## src/rtl/proc_ctrl_unit.sv

```systemverilog
// proc_ctrl_unit: hardwired control FSM for the 8-bit matrix processor.
// Fetches instruction bytes from IROM, decodes them and drives every
// datapath control line. Outputs are a decode of state and IR. The only
// exception is the JNZ PC write in JP, which follows zFlag combinationally.
module proc_ctrl_unit #(
    parameter int WIDTH = 8
) (
    input  logic             Clk,
    input  logic             RSTn,
    input  logic [WIDTH-1:0] instr,
    input  logic             zFlag,
    output logic [15:0]      wEN,
    output logic [5:0]       INC,
    output logic [4:0]       RST,
    output logic [2:0]       compMUX,
    output logic [2:0]       aluOP,
    output logic [3:0]       busMUX,
    output logic             selAR,
    output logic             memREAD,
    output logic             memWRITE,
    output logic             iROMREAD,
    output logic             halted
);

    localparam logic [3:0] OP_LDAR  = 4'h1;
    localparam logic [3:0] OP_LOAD  = 4'h2;
    localparam logic [3:0] OP_STORE = 4'h3;
    localparam logic [3:0] OP_MOVTO = 4'h5;
    localparam logic [3:0] OP_MOVFR = 4'h6;
    localparam logic [3:0] OP_ALU   = 4'h7;
    localparam logic [3:0] OP_INCR  = 4'h8;
    localparam logic [3:0] OP_CLR   = 4'h9;
    localparam logic [3:0] OP_JNZ   = 4'hA;
    localparam logic [3:0] OP_JMP   = 4'hB;
    localparam logic [3:0] OP_HALT  = 4'hF;

    typedef enum logic [3:0] {
        S_IDLE, S_F1, S_F2, S_EX, S_O1, S_O2, S_JP, S_M2, S_HALT
    } state_t;

    state_t           state;
    logic [WIDTH-1:0] ir;
    logic [3:0]       opc;
    logic [3:0]       opd;

    // The opcode for decode in EX comes from IR. IR is loaded in F2, so
    // EX always sees the byte fetched for this instruction.
    assign opc = ir[WIDTH-1:WIDTH-4];
    assign opd = ir[3:0];

    // State sequencing and IR capture. Reset returns to IDLE asynchronously.
    always_ff @(posedge Clk or negedge RSTn) begin
        if (!RSTn) begin
            state <= S_IDLE;
            ir    <= '0;
        end else begin
            case (state)
                S_IDLE: state <= S_F1;
                S_F1:   state <= S_F2;
                S_F2: begin
                    ir    <= instr;
                    state <= S_EX;
                end
                S_EX: begin
                    case (opc)
                        OP_LDAR, OP_JMP, OP_JNZ: state <= S_O1;
                        OP_LOAD:                 state <= S_M2;
                        OP_HALT:                 state <= S_HALT;
                        default:                 state <= S_F1;
                    endcase
                end
                S_O1:   state <= S_O2;
                S_O2:   state <= (opc == OP_LDAR) ? S_F1 : S_JP;
                S_JP:   state <= S_F1;
                S_M2:   state <= S_F1;
                S_HALT: state <= S_HALT;
                default: state <= S_IDLE;
            endcase
        end
    end

    // Control line decode from state and IR. zFlag is used only in JP for JNZ.
    always_comb begin
        wEN      = '0;
        INC      = '0;
        RST      = '0;
        compMUX  = 3'b001;
        aluOP    = '0;
        busMUX   = '0;
        selAR    = 1'b0;
        memREAD  = 1'b0;
        memWRITE = 1'b0;
        iROMREAD = 1'b0;
        halted   = 1'b0;
        case (state)
            S_IDLE: compMUX = 3'b000;
            S_F1, S_O1: iROMREAD = 1'b1;
            S_F2:   INC[5] = 1'b1;
            S_EX: begin
                case (opc)
                    OP_LOAD:  memREAD  = 1'b1;
                    OP_STORE: memWRITE = 1'b1;
                    OP_MOVTO: begin
                        busMUX = 4'd2;
                        // These destinations are unused or have no load path.
                        case (opd)
                            4'd0, 4'd4, 4'd5, 4'd6, 4'd14, 4'd15: ;
                            default: wEN[opd] = 1'b1;
                        endcase
                    end
                    OP_MOVFR: begin
                        busMUX = opd;
                        if (opd != 4'd15) wEN[12] = 1'b1;
                    end
                    OP_ALU: begin
                        aluOP  = opd[2:0];
                        busMUX = 4'd2;
                        wEN[0] = 1'b1;
                    end
                    OP_INCR: if (opd <= 4'd5) INC[opd[2:0]] = 1'b1;
                    OP_CLR:  if (opd <= 4'd2) RST[opd[2:0]] = 1'b1;
                    default: ;
                endcase
            end
            S_O2: begin
                selAR   = 1'b1;
                wEN[13] = 1'b1;
                INC[5]  = 1'b1;
            end
            S_JP: begin
                if (opc == OP_JNZ) begin
                    compMUX = opd[2:0];
                    wEN[15] = ~zFlag;
                end else begin
                    wEN[15] = 1'b1;
                end
            end
            S_M2: begin
                busMUX  = 4'd0;
                wEN[12] = 1'b1;
            end
            S_HALT: begin
                compMUX = 3'b000;
                halted  = 1'b1;
            end
            default: compMUX = 3'b000;
        endcase
    end

endmodule

```

## config.mk

```make
export PLATFORM = sky130hd
export DESIGN_NAME = proc_ctrl_unit
export DESIGN_NICKNAME = d
export VERILOG_FILES = /design/src/rtl/proc_ctrl_unit.sv
export SDC_FILE = /design/constraint.sdc
export NUM_CORES = 1
export LEC_CHECK = 0
export CAP_MARGIN = 20
export CORE_MARGIN = 2
export CORE_UTILIZATION = 40
export CTS_CLUSTER_SIZE = 14
export DETAILED_ROUTE_END_ITERATION = 7
export DONT_BUFFER_PORTS = 1
export PLACE_DENSITY_LB_ADDON = 0.05
export SYNTH_ARGS = -nofsm -noshare
export SYNTH_HDL_FRONTEND = slang
export SYNTH_SLANG_ARGS = --single-unit
```

## constraint.sdc

```tcl
create_clock -name Clk -period 1.9 [get_ports Clk]
set_clock_uncertainty 0.1 [all_clocks]
set_input_delay 0.285 -clock Clk [delete_from_list [all_inputs] [get_ports Clk]]
set_output_delay 0.285 -clock Clk [all_outputs]
set_load 0.01 [all_outputs]
```

==> impl_metrics.json <==
{
  "final_cell_mix": "buf_4, buf_6, dfrtp_1",
  "final_common_cell": "buf_4",
  "r2r-end": "state[2]",
  "crit_end": "INC[1]",
  "die_y_microns": 57.4,
  "die_x_microns": 57.4,
  "antenna_cells": 0,
  "viasPerCell": 5.75,
  "dp_hpwl_mm": 2.34,
  "slew_headroom": 0.595,
  "cp_max_fo": 3,
  "path_class": "flip-flop to output port",
  "timing.critical_path.from": "state[2]",
  "slowest_stage": "or4_4",
  "ys.flop_type": "dfrtp_1",
  "status": "finished, violations left",
  "num_io_pins": 53,
  "grt_usage": 0.201,
  "cts_max_level": 1,
  "maxSlewViolCount": 0,
  "routed_wl_mm": 3.51,
  "pre_cts_slack_ps": -32.0,
  "coreArea_sq_um": 2730,
  "reg2reg_from": "ir[5]",
  "synth-edff-count": 0,
  "grt_max_degree": 14,
  "cts_tree": "built",
  "root_buffer": "clkbuf_4",
  "power.total_uw": 2740,
  "syn_area_per_cell_sq_um": 8.52,
  "wl_met2_mm": 1.81,
  "hold_path.class": "input pin to flip-flop",
  "worst-r2r-setup-slack_ps": 200,
  "io_buffer_count": 0,
  "num_vias": 1174,
  "final.setup.worst_slack_ps": -212,
  "crit_chain": "nand4bb_4, or4_4, nor4_2, buf_4",
  "post-route-min-period_ps": 2110,
  "synth_top_area_frac": 0.263,
  "max_freq_mhz": 473,
  "cp_slowest_stage_delay_ps": 510,
  "cts_buffer_depth": 2,
  "die-area_sq_um": 3300,
  "synth_warnings": 0,
  "place_congestion": 0.863,
  "p_per_area_nw_per_um2": 1500,
  "yosysSeqAreaShare": 0.263,
  "worst_pin_slew_ps": 605,
  "row_count": 19,
  "reg2reg_depth": 6,
  "synthArstFlopShare": 1.00,
  "clock_latency_ps": 270,
  "initial_core_util": 0.417,
  "wl_met3_microns": 155,
  "violations": "setup timing",
  "clkSinkCount": 12,
  "synth_area_leaders": "dfrtp_1, mux2_2, nor2_1, buf_4, and2_1",
  "grt_pass1_vias": 1084,
  "finalNetCount": 186,
  "rsz0062_at_grt": "yes",
  "timing.critical_path.required_ps": 1510,
  "drt_iter0_drc": 49,
  "ir_drop_v": 0.000983,
  "dpl_cell_area_sq_um": 1340,
  "ant_nets": 0,
  "arrival_ps": 1730,
  "cp-start-kind": "flip-flop",
  "period_share": 1.11,
  "grt_overflow": 0,
  "antenna_found_initial": 0,
  "instances_no_fill": 204,
  "yosysTopAreaCell": "dfrtp_1",
  "drc": 0,
  "leakagePower_uw": 0.000724,
  "cap_violations": 0,
  "synth_cells": 134,
  "place_inst": 186,
  "clk_pin_slew_ps": 80,
  "cts_buffers": 3,
  "routedWlPerCell_microns": 17.2,
  "synth_area_sq_um": 1140,
  "finalSetupViolCount": 29,
  "m1WireLength_mm": 1.55,
  "synth-seq-cells": 12,
  "grt_pass1_wl_mm": 5.26,
  "detail_route.first_pass.iterations": 4,
  "crit_path_end_kind": "output port",
  "syn_to_final_growth_pct": 59.6,
  "synth_cell_types": 47,
  "finalHoldViolations": 0,
  "top_layer_used": "met3",
  "drive_above_1_share": 0.636,
  "design_area_sq_um": 1820
}
[worst max-delay path, delay by kind of cell (launching register included)]
| kind | cells | cell delay, ps |
|---|---|---|
| buf+inv | 1 | 160 |
| simple gates | 3 | 900 |
| flops | 1 | 400 |
[synth_stat cells, types with 2 or more instances]
master    number
o21ai_0        3
inv_1          4
buf_6          2
and2_1         5
clkbuf_1       5
o211ai_1       2
nor3_1         4
a21oi_1        4
buf_2          3
nor3b_1        2
nand2b_1       4
dfrtp_1       12
and3_1         5
nor2_1        16
and4bb_2       2
mux2_2         8
nand3b_1       2
nand2_1        8
nand3_1        2
nor2b_1        5
nand4b_1       2
nor4b_1        3
buf_4          7
[layout make-up]
| class | instances | area, sq um |
|---|---|---|
| fill | 236 | 912 |
| clock buffer | 3 | 22.5 |
| inverter | 4 | 15.0 |
| timing repair buffer | 48 | 415 |
| sequential | 12 | 303 |
| tap | 31 | 38.8 |
| multi-input combinational | 106 | 1030 |
[sequential cells by signal (all words and copies together), names as in the netlist]
signal  count
ir          8
state       4
[cell families after synthesis]
group | synth area share
buffers and inverters | 0.109
flip-flops | 0.263
multiplexers | 0.0790
AND/OR/NAND/NOR | 0.440
XOR/XNOR | 0.00768
AO/OA/AOI/OAI | 0.0987
other | 0.00329
[per-layer routing]
layer  track usage  vias up
met1         0.267      578
met5             0        -
met4        0.0498        0
met2         0.341       39
met3        0.0317        0
li1              -      557
[report_power, final]
group / switching (uW) / internal (uW)
sequential: 147 / 380
combinational: 1020 / 1030
clock: 86.6 / 73.3
[stage by stage]
stage / hold WS (ps) / utilization / setup TNS, ps
after detailed placement: -110 / 0.489 / -63.5
after floorplan: -111 / - / 0
final: 56.9 / 0.666 / -2820
after global placement: -110 / 0.489 / 0
after global routing: 49.7 / 0.666 / -4690
after CTS: 50.0 / 0.587 / -2050
[worst min path at each step]
stage | startpoint | to | slack [ps] | depth (start not counted)
5_1_grt | instr[2] | ir[2] | 50 | 1
4_1_cts | instr[4] | ir[4] | 50 | 1
6_report | instr[4] | ir[4] | 60 | 1
3_5_place_dp | RSTn | ir[2] | -110 | 0
2_1_floorplan | RSTn | ir[0] | -110 | 0
3_3_place_gp | RSTn | ir[3] | -110 | 0
[what timing repair did]
action | 4_1_cts | 5_1_grt
hold buffers | 1 | 0
hold endpoints to repair | 12 | 0
buffers inserted | 6 | 8
setup endpoints to repair | 29 | 33
resized for setup | 46 | 33
pin swaps | 18 | 15
No activity file was read; power rests on OpenSTA's default activity.
